--- src/rtl/note_seq_pkg.sv ---
// Shared types for the note-sequence recogniser: note codes, step match modes,
// FSM states and the pattern-table entry layout.
package note_seq_pkg;

  localparam logic [2:0] NOTE_REST = 3'd0;
  localparam logic [2:0] NOTE_C    = 3'd1;
  localparam logic [2:0] NOTE_D    = 3'd2;
  localparam logic [2:0] NOTE_E    = 3'd3;
  localparam logic [2:0] NOTE_F    = 3'd4;
  localparam logic [2:0] NOTE_G    = 3'd5;
  localparam logic [2:0] NOTE_A    = 3'd6;
  localparam logic [2:0] NOTE_B    = 3'd7;

  typedef enum logic [1:0] {
    MODE_EXACT   = 2'd0,
    MODE_ANY     = 2'd1,
    MODE_NONREST = 2'd2,
    MODE_REST    = 2'd3
  } step_mode_t;

  typedef enum logic [1:0] {
    IDLE  = 2'd0,
    RUN   = 2'd1,
    DONE  = 2'd2,
    ERROR = 2'd3
  } state_t;

  // Layout for the default 3-bit note code; wider notes keep the same field order.
  typedef struct packed {
    logic       en;
    step_mode_t mode;
    logic       care_tone;
    logic       tone;
    logic [2:0] note;
  } pat_entry_t;

  function automatic int safe_clog2(input int n);
    return (n > 1) ? $clog2(n) : 1;
  endfunction

endpackage

--- src/rtl/note_seq_pat_table.sv ---
// NUM_PAT x SEQ_LEN pattern register file: one write port and a combinational
// read of every pattern's entry at a single step index.
module note_seq_pat_table #(
  parameter int NUM_PAT = 4,
  parameter int SEQ_LEN = 6,
  parameter int ENTRY_W = 8,
  parameter int PAT_W   = 2,
  parameter int STEP_W  = 3,
  parameter int CNT_W   = 3
) (
  input  logic                              clk,
  input  logic                              reset,
  input  logic                              we,
  input  logic [PAT_W-1:0]                  wr_pat,
  input  logic [STEP_W-1:0]                 wr_step,
  input  logic [ENTRY_W-1:0]                wr_entry,
  input  logic [CNT_W-1:0]                  rd_step,
  output logic [NUM_PAT-1:0][ENTRY_W-1:0]   rd_entries
);

  logic [ENTRY_W-1:0] mem [NUM_PAT][SEQ_LEN];

  always_ff @(posedge clk) begin
    if (reset) begin
      for (int p = 0; p < NUM_PAT; p++) begin
        for (int s = 0; s < SEQ_LEN; s++) begin
          mem[p][s] <= '0;
        end
      end
    end else if (we && (int'(wr_pat) < NUM_PAT) && (int'(wr_step) < SEQ_LEN)) begin
      mem[wr_pat][wr_step] <= wr_entry;
    end
  end

  // Step index SEQ_LEN (sequence complete) reads as an all-zero entry.
  always_comb begin
    for (int p = 0; p < NUM_PAT; p++) begin
      rd_entries[p] = '0;
      if (int'(rd_step) < SEQ_LEN) begin
        rd_entries[p] = mem[p][rd_step[STEP_W-1:0]];
      end
    end
  end

endmodule

--- src/rtl/note_seq_matcher.sv ---
// Programmable note-sequence recogniser: tracks all loaded patterns in parallel
// and narrows a candidate set on every accepted (rising-edge) press.
module note_seq_matcher
  import note_seq_pkg::*;
#(
  parameter int NUM_PAT     = 4,
  parameter int SEQ_LEN     = 6,
  parameter int NOTE_W      = 3,
  parameter int TIMEOUT_CYC = 0,
  localparam int PAT_W      = safe_clog2(NUM_PAT),
  localparam int STEP_W     = safe_clog2(SEQ_LEN),
  localparam int CNT_W      = safe_clog2(SEQ_LEN + 1),
  localparam int ENTRY_W    = NOTE_W + 5,
  localparam int TO_W       = safe_clog2(TIMEOUT_CYC + 1)
) (
  input  logic               clk,
  input  logic               reset,
  input  logic               clear,
  input  logic               ok,
  input  logic               tone,
  input  logic [NOTE_W-1:0]  note,
  input  logic               cfg_we,
  input  logic [PAT_W-1:0]   cfg_pat,
  input  logic [STEP_W-1:0]  cfg_step,
  input  logic [ENTRY_W-1:0] cfg_entry,
  output logic               finish,
  output logic               match_vld,
  output logic [PAT_W-1:0]   match_id,
  output logic               error,
  output logic               timeout,
  output logic [CNT_W-1:0]   step,
  output logic               cfg_busy
);

  state_t                          state, nxt_state;
  logic                            ok_q;
  logic                            press;
  logic [NUM_PAT-1:0]              cand, nxt_cand, hit;
  logic [CNT_W-1:0]                nxt_step;
  logic [TO_W-1:0]                 idle_cnt, nxt_cnt;
  logic                            nxt_to;
  logic [PAT_W-1:0]                nxt_id;
  logic [NUM_PAT-1:0][ENTRY_W-1:0] entries;

  assign press = ok & ~ok_q;

  note_seq_pat_table #(
    .NUM_PAT (NUM_PAT),
    .SEQ_LEN (SEQ_LEN),
    .ENTRY_W (ENTRY_W),
    .PAT_W   (PAT_W),
    .STEP_W  (STEP_W),
    .CNT_W   (CNT_W)
  ) u_table (
    .clk        (clk),
    .reset      (reset),
    .we         (cfg_we && (state != RUN)),
    .wr_pat     (cfg_pat),
    .wr_step    (cfg_step),
    .wr_entry   (cfg_entry),
    .rd_step    (step),
    .rd_entries (entries)
  );

  // Entry fields, MSB first: en, mode[1:0], care_tone, tone, note.
  always_comb begin
    logic [ENTRY_W-1:0] e;
    logic               note_ok;
    e       = '0;
    note_ok = 1'b0;
    for (int p = 0; p < NUM_PAT; p++) begin
      e = entries[p];
      case (step_mode_t'(e[NOTE_W+3:NOTE_W+2]))
        MODE_EXACT:   note_ok = (note == e[NOTE_W-1:0]);
        MODE_ANY:     note_ok = 1'b1;
        MODE_NONREST: note_ok = (note != '0);
        MODE_REST:    note_ok = (note == '0);
        default:      note_ok = 1'b0;
      endcase
      // The enable bit only qualifies step 0, which is the step read in IDLE.
      hit[p] = note_ok && (!e[NOTE_W+1] || (tone == e[NOTE_W]))
               && ((state != IDLE) || e[NOTE_W+4]);
    end
  end

  always_comb begin
    nxt_state = state;
    nxt_cand  = cand;
    nxt_step  = step;
    nxt_cnt   = idle_cnt;
    nxt_to    = timeout;
    if (clear) begin
      nxt_state = IDLE;
      nxt_cand  = '0;
      nxt_step  = '0;
      nxt_cnt   = '0;
      nxt_to    = 1'b0;
    end else begin
      case (state)
        IDLE: begin
          if (press) begin
            nxt_cnt  = '0;
            nxt_cand = hit;
            if (hit == '0) begin
              nxt_state = ERROR;
            end else begin
              nxt_state = RUN;
              nxt_step  = CNT_W'(1);
            end
          end
        end
        RUN: begin
          if (press) begin
            nxt_cnt  = '0;
            nxt_cand = cand & hit;
            if ((cand & hit) == '0) begin
              nxt_state = ERROR;
            end else begin
              nxt_step = step + CNT_W'(1);
              if (step + CNT_W'(1) == CNT_W'(SEQ_LEN)) nxt_state = DONE;
            end
          end else if (TIMEOUT_CYC != 0) begin
            if (int'(idle_cnt) + 1 >= TIMEOUT_CYC) begin
              nxt_state = ERROR;
              nxt_to    = 1'b1;
            end else begin
              nxt_cnt = idle_cnt + TO_W'(1);
            end
          end
        end
        default: ;
      endcase
    end
  end

  always_comb begin
    nxt_id = '0;
    for (int p = NUM_PAT - 1; p >= 0; p--) begin
      if (nxt_cand[p]) nxt_id = PAT_W'(p);
    end
  end

  always_ff @(posedge clk) begin
    if (reset) begin
      ok_q      <= 1'b0;
      state     <= IDLE;
      cand      <= '0;
      step      <= '0;
      idle_cnt  <= '0;
      finish    <= 1'b0;
      match_vld <= 1'b0;
      match_id  <= '0;
      error     <= 1'b0;
      timeout   <= 1'b0;
      cfg_busy  <= 1'b0;
    end else begin
      ok_q      <= ok;
      state     <= nxt_state;
      cand      <= nxt_cand;
      step      <= nxt_step;
      idle_cnt  <= nxt_cnt;
      finish    <= (nxt_state == DONE) || (nxt_state == ERROR);
      match_vld <= (nxt_state == DONE);
      match_id  <= (nxt_state == DONE) ? nxt_id : '0;
      error     <= (nxt_state == ERROR);
      timeout   <= nxt_to;
      cfg_busy  <= (nxt_state == RUN);
    end
  end

endmodule
--- config.mk ---
export PLATFORM = sky130hd
export DESIGN_NAME = note_seq_matcher
export DESIGN_NICKNAME = d
export VERILOG_FILES = /design/src/rtl/note_seq_pkg.sv /design/src/rtl/note_seq_pat_table.sv /design/src/rtl/note_seq_matcher.sv
export SDC_FILE = /design/constraint.sdc
export NUM_CORES = 1
export LEC_CHECK = 0
export CORE_ASPECT_RATIO = 1.2
export CORE_MARGIN = 2
export CORE_UTILIZATION = 66
export CTS_CLUSTER_SIZE = 8
export DETAILED_ROUTE_END_ITERATION = 10
export PLACE_DENSITY_LB_ADDON = 0.12
export SLEW_MARGIN = 25
export SYNTH_ARGS = -nofsm -noshare
export SYNTH_HDL_FRONTEND = slang
export SYNTH_SLANG_ARGS = --single-unit
export TNS_END_PERCENT = 20
--- constraint.sdc ---
create_clock -name clk -period 5.14 [get_ports clk]
set_input_delay 0.514 -clock clk [delete_from_list [all_inputs] [get_ports clk]]
set_output_delay 0.514 -clock clk [all_outputs]
set_load 0.01 [all_outputs]
==> After elaboration in Yosys (flattened, before gate mapping) <==
Memories as Yosys holds them, arrays and structs flattened.
Cells that the tools add are included.
W data, S select, Z words.
{ "word_totals": {"reg_bits": 16, "mem_bits_rw": 192, "output_inout_bits": 10, "word_cells": 142, "memories": 1} }
{ "op_classes": {"addsub": 1, "n_lt_le_gt_ge": 5, "n_eq_ne": 30, "mux": 49, "bitwise_logic": 6, "n_reduce_logical": 40} }
{ "memory_table": {"columns": ["memory", "words", "width", "rd", "rd_ports_with_merged_regs", "write_ports", "line_no", "rtl"], "rows": [
  ["u_table.mem", 4, 48, 4, 0, 4, "note_seq_pat_table.sv:21", "logic [ENTRY_W-1:0] mem [NUM_PAT][SEQ_LEN];"]
]} }
{ "op_table": {"columns": ["op", "count"], "rows": [
  ["$mux W48", 3],
  ["$mux W8", 13],
  ["$bmux W8 S3", 4],
  ["$reduce_or A48 Y1", 1],
  ["$demux W8 S3", 1],
  ["$eq A2 B2 Y1 const B", 10],
  ["$mux W2", 9],
  ["$pmux W1 S4", 4],
  ["$eq A2 B1 Y1 const B", 6],
  ["$eq A3 B3 Y1", 4],
  ["$mux W3", 4],
  ["$mux W4", 3],
  ["$logic_and A1 B1 Y1", 11],
  ["$logic_not A2 Y1", 5],
  ["$logic_or A1 B1 Y1", 9],
  ["$ge A4 B4 Y1 const B", 2],
  ["$logic_not A4 Y1", 2],
  ["$ne A2 B2 Y1 const B", 4],
  ["$not A3 Y4", 2],
  ["$pmux W4 S2", 1],
  ["$lt A3 B3 Y1 const B", 2],
  ["$pmux W3 S2", 1],
  ["$mux W1", 5],
  ["$reduce_and A5 Y1", 1],
  ["16 further kinds", 24]
]} }

==> Logic depth before layout (Yosys ltp) <==
Gate-level depths: netlist of run 1.
{ "depth": {"depth_word": 18, "mapped_depth": 14, "mapped_depth_nobuf": 9} }

==> Hierarchy <==
From an unflattened synthesis of run 1, not the netlist that was laid out.
{ "hier_totals": {"hier_cells": 796, "hier_area_um2": 9654.3} }
{ "modules_own_cells": {"columns": ["mod", "n_inst", "cells_per_inst", "area_each_um2", "seq_area_each_um2"], "rows": [
  ["note_seq_pat_table", 1, 668, 8546.9, 5765.5],
  ["note_seq_matcher", 1, 128, 1107.3, 300.3]
]} }

==> Worst setup path before layout of run 1 <==
Ideal clock, no wire load.
{ "synth_path": {"kind": "register to register", "start": "register step[0]", "end": "register match_id[0]", "setup_ps": 91, "t_arrival_ps": 2829, "required_time_ps": 5049, "setup_slack_ps": 2220, "path_stages_with_launch": 13, "n_path_buf": 3, "synth_period_minus_slack_ps": 2920, "cell_sequence": "dfxtp_1 -> buf_6 -> buf_6 -> buf_6 -> mux2_2 -> a222oi_1 -> xnor2_1 -> o21ai_0 -> o211ai_2 -> nand2_1 -> or4_4 -> a31oi_2 -> nor4bb_1"} }
{ "synth_between": {"elab_chain_cells": 18} }
{ "synth_rtl": {"columns": ["element", "line_no", "rtl"], "rows": [
  ["start, declared", "note_seq_matcher.sv:31", "output logic [CNT_W-1:0] step,"],
  ["start signal, assigned", "note_seq_matcher.sv:160", "step <= nxt_step;"],
  ["$not A3 Y4 (not written as such)", "note_seq_pat_table.sv:40", "rd_entries[p] = mem[p][rd_step[STEP_W-1:0]];"],
  ["$bmux W8 S3", "note_seq_pat_table.sv:40", null],
  ["$mux W8 (not written as such) (2 in a row)", "note_seq_pat_table.sv:40", null],
  ["$mux W8", "note_seq_pat_table.sv:39", "if (int'(rd_step) < SEQ_LEN) begin"],
  ["$eq A3 B3 Y1, or another cell as far along", "note_seq_matcher.sv:74", "MODE_EXACT: note_ok = (note == e[NOTE_W-1:0]);"],
  ["$pmux W1 S4 / $logic_or A1 B1 Y1 (equally long branches)", "note_seq_matcher.sv:73, note_seq_matcher.sv:81", null],
  ["$logic_and A1 B1 Y1", "note_seq_matcher.sv:81", "hit[p] = note_ok && (!e[NOTE_W+1] || (tone == e[NOTE_W]))"],
  ["$logic_and A1 B1 Y1", "note_seq_matcher.sv:82", "&& ((state != IDLE) || e[NOTE_W+4]);"],
  ["$and A4 B4 Y4", "note_seq_matcher.sv:115, note_seq_matcher.sv:116", null],
  ["$logic_not A4 Y1", "note_seq_matcher.sv:116", "if ((cand & hit) == '0) begin"],
  ["$mux W2", "note_seq_matcher.sv:116", null],
  ["$mux W2", "note_seq_matcher.sv:113", "if (press) begin"],
  ["$pmux W2 S2", "note_seq_matcher.sv:99", "case (state)"],
  ["$mux W2", "note_seq_matcher.sv:92", "if (clear) begin"],
  ["$eq A2 B2 Y1", "note_seq_matcher.sv:164", "match_id <= (nxt_state == DONE) ? nxt_id : '0;"],
  ["$not A1 Y1 (no line)", null, null],
  ["$reduce_or A3 Y1 (no line)", null, null],
  ["end signal, assigned", "note_seq_matcher.sv:164", null],
  ["end, declared", "note_seq_matcher.sv:28", "output logic [PAT_W-1:0] match_id,"]
]} }
Parallel ways exist; a longest one is shown, timed or not. The select of a mux whose other input is x is not followed.
A chain may end at the register's enable or synchronous reset.

==> Final worst setup path of run 1 <==
{ "layout_path": {"start": "register step[1]", "end": "register match_id[0]"} }
The elaborated chain is that of the path after synthesis.

==> out/results.txt, run 1 <==
critical path arrival: 4.19 ns
setup violators final: 0
post-route ant nets: 0
gr usage total: 29.42%
post-CTS repair timing setup buffer count: 0
post-synthesis cell type count: 70
fin worst setup slack: 1.362 ns
relative slew slack: 28.40%
Fmax achieved: 264.7 MHz
fin. max-slew vios: 0
initial DRC count: 606
core area: 15020 um2
crit path max fanout: 16
yosys warns: 0
die extent in x: 117.1 um
area of placed instances: 10450 um2
Congestion Overflow GR: 0
deepest clock path buffer count: 3
Flop pwr share: 49.3%
number of max-cap violations: 0
internal power: 0.003076 W
final wirelength: 23260 um
Peak VDD IR: 326.8 uV
nets: 822
post-layout minimum cycle time: 3.778 ns
TritonCTS clock tree: yes
Synth Register Bits: 208
final period utilization: 73.51%
TritonCTS Sinks: 208
pwr dens: 348.5 nW/um2
Clock power frac: 43.5%
Skew-Pair Late Insertion Delay: 0.53 ns
Worst-Margin Slew: 1.071 ns
# port buffers: 30
Primary FF master, synth: edfxtp_1
# H-tree levels: 1
NetSw: 0.0008599 W
Net Count, Synth: 798
Resized cells post-CTS: 0
min-delay src: ok_q$_SDFF_PP0_
total power: 0.003936 W
via-per-instance ratio: 6.181
crit path launch: step[1]$_SDFFE_PP0P_
Ports: 32
Hold Fails Final Rpt: 0
share of layout cells above drive strength 1: 12.32%
final instance area: 11290 um2
RSZ-0062 raised after global routing: false
Max Clock Skew: 0.008916 ns
crit path kind: reg2reg
mapped cell area: 10120 um2
fillcell total: 955
reg2reg start: step[1]$_SDFFE_PP0P_
CTS buffer count: 29
Final TNS setup: 0 ns
vias in the first global route: 6457
antenna violations before repair: 0
Worst EP required: 5.55 ns
die height: 139.7 um
Comb power frac: 7.2%
row cnt: 49
routed via count: 6329
Wirelength per Cell: 22.71 um
most frequent cells in the layout: and2_1 (194), edfxtp_1 (192), nor2_1 (62), mux2i_1 (47)
Setup crit start kind: flip-flop
hpwl dp: 14900 um
first-pass GRT wire length: 35740 um
# diodes: 0
first drt pass iteration count: 6
sw frac: 21.85%
Root Driver: clkbuf_16
Area Overhead vs Synth: 11.56%
Starting Density: 67.40%
Post-synth EDFFs: 192
ys async rst share: 0%
cells after synthesis: 774
die area: 16350 um2
status: finished, final reports clean
most common cell after layout, fill and taps aside: and2_1
post-synthesis average cell area: 13.08 um2
drt drc: 0
largest net degree at the start of global routing: 61
Sequential cell area: 6090 um2
area of the multi-input gates: 3724 um2
HP Class: reg2reg
worst slack, placed: 1.292 ns
clock slew at reported path FFs: 0.05 ns
placer congestion estimate: 0.9134
leakage: 4.032 nW
Hold-fix buffers, CTS: 0
sequential element share of the synthesized area: 60.12%
Critical Path Sink Type: flip-flop
==> routing by layer <==
layer | routed length (um) | up-vias | share of wire, % | global-route usage (%)
li1 | - | 2849 | - | -
met1 | 9230 | 3111 | 40 | 40.22
met2 | 11150 | 288 | 48 | 46.79
met3 | 1786 | 81 | 7.7 | 3.876
met4 | 1094 | 0 | 4.7 | 13.99
met5 | 0 | - | 0 | 0
==> flip-flops by register name, summed over array words and instances, names as in the netlist <==
signal       count
match_id         2
match_vld        1
ok_q             1
step             3
cand             4
finish           1
error            1
u_table.mem    192
state            2
cfg_busy         1
==> Yosys cell counts, types with 3 or more instances <==
master / count / area (um2)
and2_1: 194 / 1214
buf_12: 3 / 60.06
o22ai_1: 7 / 43.79
nand2_1: 13 / 48.80
nor2b_1: 8 / 50.05
dfxtp_1: 16 / 320.3
o31ai_1: 3 / 22.52
clkbuf_1: 25 / 93.84
mux2_2: 8 / 90.09
buf_2: 8 / 40.04
mux2i_1: 47 / 470.5
or2_2: 26 / 162.7
a211oi_1: 4 / 30.03
a21oi_1: 20 / 100.1
nand3_1: 3 / 15.01
mux2_1: 3 / 33.78
o221ai_1: 3 / 26.28
inv_1: 11 / 41.29
nor2_1: 62 / 232.7
mux4_2: 17 / 382.9
o21ai_1: 3 / 15.01
edfxtp_1: 192 / 5766
buf_6: 6 / 67.56
nand2b_1: 5 / 31.28
and3_1: 4 / 25.02
nand3b_1: 4 / 30.03
o21ai_0: 11 / 55.05
xnor2_1: 14 / 122.6
==> cells by family after synthesis <==
kind of cell	count (synthesis)	share of synthesized area (%)
buffers and inverters	55	3.102
adder cells (fa/ha/maj)	2	0.2471
XOR/XNOR	15	1.298
flip-flops	208	60.12
AND/OR/NAND/NOR	335	19.29
other	1	0.03704
multiplexers	78	10.32
AO/OA/AOI/OAI	80	5.587
==> critical path, stage by stage (launching register included) <==
cell and delay (ns):
dfxtp_1 0.80, nand2b_1 0.64, nor2_1 0.14, or4_1 0.53, a2111oi_1 0.50, o211ai_2 0.20
o22a_1 0.29, nand3_2 0.12, a211oi_2 0.11, nor4bb_1 0.33
==> area by class of cell <==
| type | instances | share of cell area [%] |
|---|---|---|
| Inverter | 11 | 0.3656 |
| Timing Repair Buffer | 37 | 3.257 |
| Multi-Input combinational cell | 511 | 32.97 |
| Clock buffer | 53 | 7.224 |
| Sequential cell | 208 | 53.92 |
| Tap cell | 204 | 2.260 |
==> final timing paths <==
path / endpoint / slack [ns] / depth (start not counted)
max: match_id[0]$_SDFF_PP0_ / 1.36 / 9
max reg2reg: match_id[0]$_SDFF_PP0_ / 1.36 / 9
min reg2reg: cfg_busy$_SDFF_PP0_ / 0.53 / 2
min: cfg_busy$_SDFF_PP0_ / 0.53 / 2
==> power groups by stage <==
stage          combinational [W]  sequential [W]  clock (W)
5_1_grt                 0.000304         0.00194    0.00179
4_1_cts                 0.000269         0.00195    0.00172
3_3_place_gp            0.000260         0.00198          0
2_1_floorplan           0.000201         0.00196          0
6_report                0.000284         0.00194    0.00171
3_5_place_dp            0.000267         0.00198          0
==> through the flow <==
stage	utilization [%]	std cells	hold WS [ns]
3_5_place_dp	69.57	970	0.5087
3_3_place_gp	69.60	970	0.5168
5_1_grt	75.19	1024	0.6007
4_1_cts	75.00	1023	0.5322
6_report	75.19	1024	0.5337
2_1_floorplan	-	774	0.4758
No activity file was read; power rests on OpenSTA's default activity.
==> run 2, diff against run 1 <==
--- a/config.mk
+++ b/config.mk
@@ -7,7 +7,7 @@
 export LEC_CHECK = 0
 export CORE_ASPECT_RATIO = 1.2
 export CORE_MARGIN = 2
-export CORE_UTILIZATION = 66
+export CORE_UTILIZATION = 62
 export CTS_CLUSTER_SIZE = 8
 export DETAILED_ROUTE_END_ITERATION = 10
 export PLACE_DENSITY_LB_ADDON = 0.12
==> constraint.sdc (replaced) <==
create_clock -name clk -period 3.65 [get_ports clk]
set_input_delay 0.365 -clock clk [delete_from_list [all_inputs] [get_ports clk]]
set_output_delay 0.365 -clock clk [all_outputs]
set_load 0.01 [all_outputs]
==> out/results.txt, run 2 (synthesized netlist as in run 1, its figures left out) <==
Hold Fails Final Rpt: 0
Critical Path Sink Type: flip-flop
nets: 835
Peak VDD IR: 347.7 uV
Finished Layout Cells: 1033
Wirelength per Cell: 22.38 um
setup violators final: 0
Fmax achieved: 294.1 MHz
Top Registers: u_table.mem (192), cand (4), step (3)
largest net degree at the start of global routing: 43
# H-tree levels: 1
post-route ant nets: 0
sw frac: 21.63%
final wirelength: 23120 um
Root Driver: clkbuf_16
die extent in x: 120.7 um
crit path max fanout: 42
placer congestion estimate: 0.9472
TritonCTS Sinks: 208
Final TNS setup: 0 ns
NetSw: 0.001181 W
CTS buffer count: 29
Setup crit start kind: flip-flop
Max Clock Skew: 0.01055 ns
Ports: 32
Comb power frac: 7.2%
row cnt: 51
critical path arrival: 3.84 ns
antenna violations before repair: 0
max reg flops: 192
post-CTS repair timing setup buffer count: 0
Congestion Overflow GR: 0
TritonCTS clock tree: yes
dpl cells: 992
Starting Density: 62.96%
most common cell after layout, fill and taps aside: and2_1
worst slack, placed: 0.1660 ns
GR Layer Usage met1: 37.74%
Clock power frac: 42.6%
fin worst setup slack: 0.2501 ns
global-route met2 utilization: 45.52%
Top reg by flops: u_table.mem
die area: 17370 um2
core area: 16080 um2
fin. max-slew vios: 0
HP Class: in2reg
share of layout cells above drive strength 1: 14.25%
relative slew slack: 28.36%
most frequent cells in the layout: and2_1 (194), edfxtp_1 (192), nor2_1 (62), mux2i_1 (47), clkbuf_16 (29)
crit path kind: reg2reg
status: finished, final reports clean
leakage: 4.080 nW
initial DRC count: 568
vias in the first global route: 6303
Skew-Pair Late Insertion Delay: 0.52 ns
Worst-Margin Slew: 1.071 ns
# diodes: 0
RSZ-0062 raised after global routing: false
final period utilization: 93.15%
routed via count: 6256
busiest metal layer after global routing: met2
post-layout minimum cycle time: 3.400 ns
Resized cells post-CTS: 0
gr usage total: 27.54%
drt drc: 0
die height: 144.0 um
number of max-cap violations: 0
internal power: 0.004280 W
via-per-instance ratio: 6.056
deepest clock path buffer count: 3
clock slew at reported path FFs: 0.05 ns
first-pass GRT wire length: 35670 um
hpwl dp: 15380 um
Worst EP required: 4.09 ns
M3 GR Usage: 3.667%
Flop pwr share: 50.2%
Hold-fix buffers, CTS: 0
# port buffers: 30
pwr dens: 482.3 nW/um2
Area Overhead vs Synth: 11.83%
first drt pass iteration count: 7
[run 2: cell count changes in the layout (fill, tap and decap cells not counted), sizes merged]
cell and change:
clkdlybuf4s50 -3, clkbuf -12, buf +16
[run 2: cell type report]
class / instances / area, um2
flip-flops and latches: 208 / 6090
fillers: 1154 / 4760
multi-input cells: 511 / 3724
clock buffers: 41 / 770.7
repair buffers: 50 / 430.4
well taps: 212 / 265.3
inverters: 11 / 41.29
[run 2: path summary, 6_finish.rpt]
path	start	to	slack, ns	cells after the start
worst max register to register	step[0]$_SDFFE_PP0P_	match_id[0]$_SDFF_PP0_	0.25	10
worst min register to register	ok_q$_SDFF_PP0_	cfg_busy$_SDFF_PP0_	0.56	2
worst min-delay path	ok	ok_q$_SDFF_PP0_	0.42	2
worst max-delay path	step[0]$_SDFFE_PP0P_	match_id[0]$_SDFF_PP0_	0.25	10
[run 2: stage by stage]
step | utilization [%] | area (um2) | hold WS [ns] | total power [W]
5_1_grt | 70.40 | 11320 | 0.4304 | 0.005625
2_1_floorplan | - | 10120 | 0.4481 | 0.003041
4_1_cts | 70.49 | 11340 | 0.4062 | 0.005485
3_5_place_dp | 65.70 | 10570 | 0.5724 | 0.003175
3_3_place_gp | 65.73 | 10570 | 0.5672 | 0.003166
6_report | 70.40 | 11320 | 0.4183 | 0.005460
[run 2: layer usage]
metal  wire (um)  vias up
met2       11200      227
met4         736        0
met3        1421       55
li1            -     2870
met1        9760     3104
met5           0        -
[run 2: power groups by stage]
stage,combinational [W],clock (W),sequential (W)
2_1_floorplan,0.000283,0,0.00276
6_report,0.000392,0.00233,0.00274
3_3_place_gp,0.000384,0,0.00278
4_1_cts,0.000390,0.00235,0.00274
3_5_place_dp,0.000388,0,0.00279
5_1_grt,0.000419,0.00246,0.00275
[run 2: worst max-delay path, stage by stage (launching register included)]
cell	delay [ns]
dfxtp_4	0.83
buf_4	0.34
mux2_2	0.37
and3_1	0.18
a211oi_1	0.22
a2111oi_1	0.10
o211ai_2	0.26
nand2_1	0.09
or4_4	0.49
a31oi_2	0.21
nor4bb_1	0.21
==> run 3, diff against run 2 <==
--- a/config.mk
+++ b/config.mk
@@ -5,8 +5,7 @@
 export SDC_FILE = /design/constraint.sdc
 export NUM_CORES = 1
 export LEC_CHECK = 0
-export CORE_ASPECT_RATIO = 1.2
-export CORE_MARGIN = 2
+export CORE_ASPECT_RATIO = 0.6
 export CORE_UTILIZATION = 62
 export CTS_CLUSTER_SIZE = 8
 export DETAILED_ROUTE_END_ITERATION = 10
==> out/results.txt, run 3 (synthesized netlist as in run 1, its figures left out) <==
post-route ant nets: 0
first-pass GRT wire length: 37400 um
Clock power frac: 42.7%
# H-tree levels: 1
clock slew at reported path FFs: 0.05 ns
crit path launch: step[0]$_SDFFE_PP0P_
most frequent cells in the layout: and2_1 (194), edfxtp_1 (192), nor2_1 (62), mux2i_1 (47)
internal power: 0.004285 W
post-CTS repair timing setup buffer count: 0
post-layout minimum cycle time: 3.468 ns
Top reg by flops: u_table.mem
reg-to-reg slack, setup: 0.18 ns
Skew-Pair Late Insertion Delay: 0.52 ns
critical path's top delay family: compound AO/OA/AOI/OAI gates
most common cell after layout, fill and taps aside: and2_1
largest net degree at the start of global routing: 33
dpl cells: 993
Congestion Overflow GR: 0
pwr dens: 481.6 nW/um2
Crit. path cell count: 9
final hold slack: 0.4250 ns
Ports: 32
drt drc: 0
NetSw: 0.001209 W
Area Overhead vs Synth: 12.68%
Setup crit start kind: flip-flop
CP dominant cell by count: a211oi_1
final period utilization: 95.01%
Worst EP required: 4.06 ns
area of placed instances: 10650 um2
crit path max fanout: 28
Hold Fails Final Rpt: 0
Wirelength per Cell: 23.99 um
row cnt: 35
first drt pass iteration count: 6
Hold-fix buffers, CTS: 0
routed via count: 6518
setup violators final: 0
reg2reg start: step[0]$_SDFFE_PP0P_
Reg2Reg Depth: 9
total power: 0.005494 W
Resized cells post-CTS: 0
die height: 101.0 um
TritonCTS clock tree: yes
critical path arrival: 3.88 ns
crit path kind: reg2reg
Starting Density: 64.75%
sw frac: 22.01%
max reg flops: 192
die area: 16860 um2
Root Driver: clkbuf_16
crit path buf inv count: 1
Comb power frac: 7.5%
Critical Path End: match_id[0]$_SDFF_PP0_
RSZ-0062 raised after global routing: false
deepest clock path buffer count: 3
fin. max-slew vios: 0
Final TNS setup: 0 ns
# port buffers: 30
placer congestion estimate: 0.9289
Fmax achieved: 288.4 MHz
Flop pwr share: 49.8%
antenna violations before repair: 0
TritonCTS Sinks: 208
Worst-Margin Slew: 1.074 ns
CTS buffer count: 29
nets: 845
Slowest cell on crit path: dfxtp_4
core area: 15630 um2
via-per-instance ratio: 6.304
min-delay src: ok
final instance area: 11410 um2
leakage: 4.136 nW
Critical Path Sink Type: flip-flop
crit path cell chain: buf_12, mux4_2, a221oi_1, a211oi_1, a211oi_1, nor2b_1, o221ai_1, o21ai_0, nor4bb_1
vias in the first global route: 6307
Finished Layout Cells: 1034
HP Class: in2reg
share of layout cells above drive strength 1: 15.04%
slowest stage delay, CP: 0.68 ns
initial DRC count: 665
number of max-cap violations: 0
relative slew slack: 28.16%
status: finished, final reports clean
reg2reg end: match_id[0]$_SDFF_PP0_
die extent in x: 167.0 um
Top Registers: u_table.mem (192), cand (4), step (3)
# diodes: 0
hpwl dp: 16510 um
gr usage total: 30.45%
final wirelength: 24800 um
Max Clock Skew: 0.01082 ns
Peak VDD IR: 499.3 uV
## run 3: cell count changes in the layout (fill, tap and decap cells not counted)
cell             previous run  this run
buf_4                      20        29
buf_2                       4         2
clkdlybuf4s50_1            26        28
buf_12                      0         1
## run 3: cell type report
type / instances / area, um2
clock buffers: 41 / 770.7
fillers: 1004 / 4227
inverters: 11 / 41.29
multi-input cells: 511 / 3724
flip-flops and latches: 208 / 6090
well taps: 203 / 254.0
repair buffers: 60 / 528.0
## run 3: how the worst min path moves through the flow
stage                          end  cells past startpoint
5_1_grt            ok_q$_SDFF_PP0_                      2
2_1_floorplan  state[0]$_SDFF_PP0_                      1
3_5_place_dp   cfg_busy$_SDFF_PP0_                      2
6_report           ok_q$_SDFF_PP0_                      2
3_3_place_gp   cfg_busy$_SDFF_PP0_                      2
4_1_cts            ok_q$_SDFF_PP0_                      2
## run 3: layer usage
layer / routed length (um) / vias up / GRT usage, %
met5: 0 / - / 0
met3: 2635 / 52 / 8.363
met1: 11010 / 3222 / 44.62
li1: - / 2883 / -
met4: 570 / 0 / 8.974
met2: 10580 / 361 / 44.64
## run 3: stage by stage
stage	util [%]	setup slack (ns)
3_3_place_gp	68.10	0.3789
4_1_cts	73.03	0.2538
5_1_grt	72.97	0.03104
6_report	72.97	0.1821
3_5_place_dp	68.10	0.2813
2_1_floorplan	-	0.7297
## run 3: power groups by stage
stage | combinational (W) | clock [W] | sequential, W
5_1_grt | 0.000437 | 0.00247 | 0.00274
3_3_place_gp | 0.000395 | 0 | 0.00278
3_5_place_dp | 0.000404 | 0 | 0.00278
2_1_floorplan | 0.000283 | 0 | 0.00276
4_1_cts | 0.000406 | 0.00236 | 0.00274
6_report | 0.000411 | 0.00235 | 0.00274
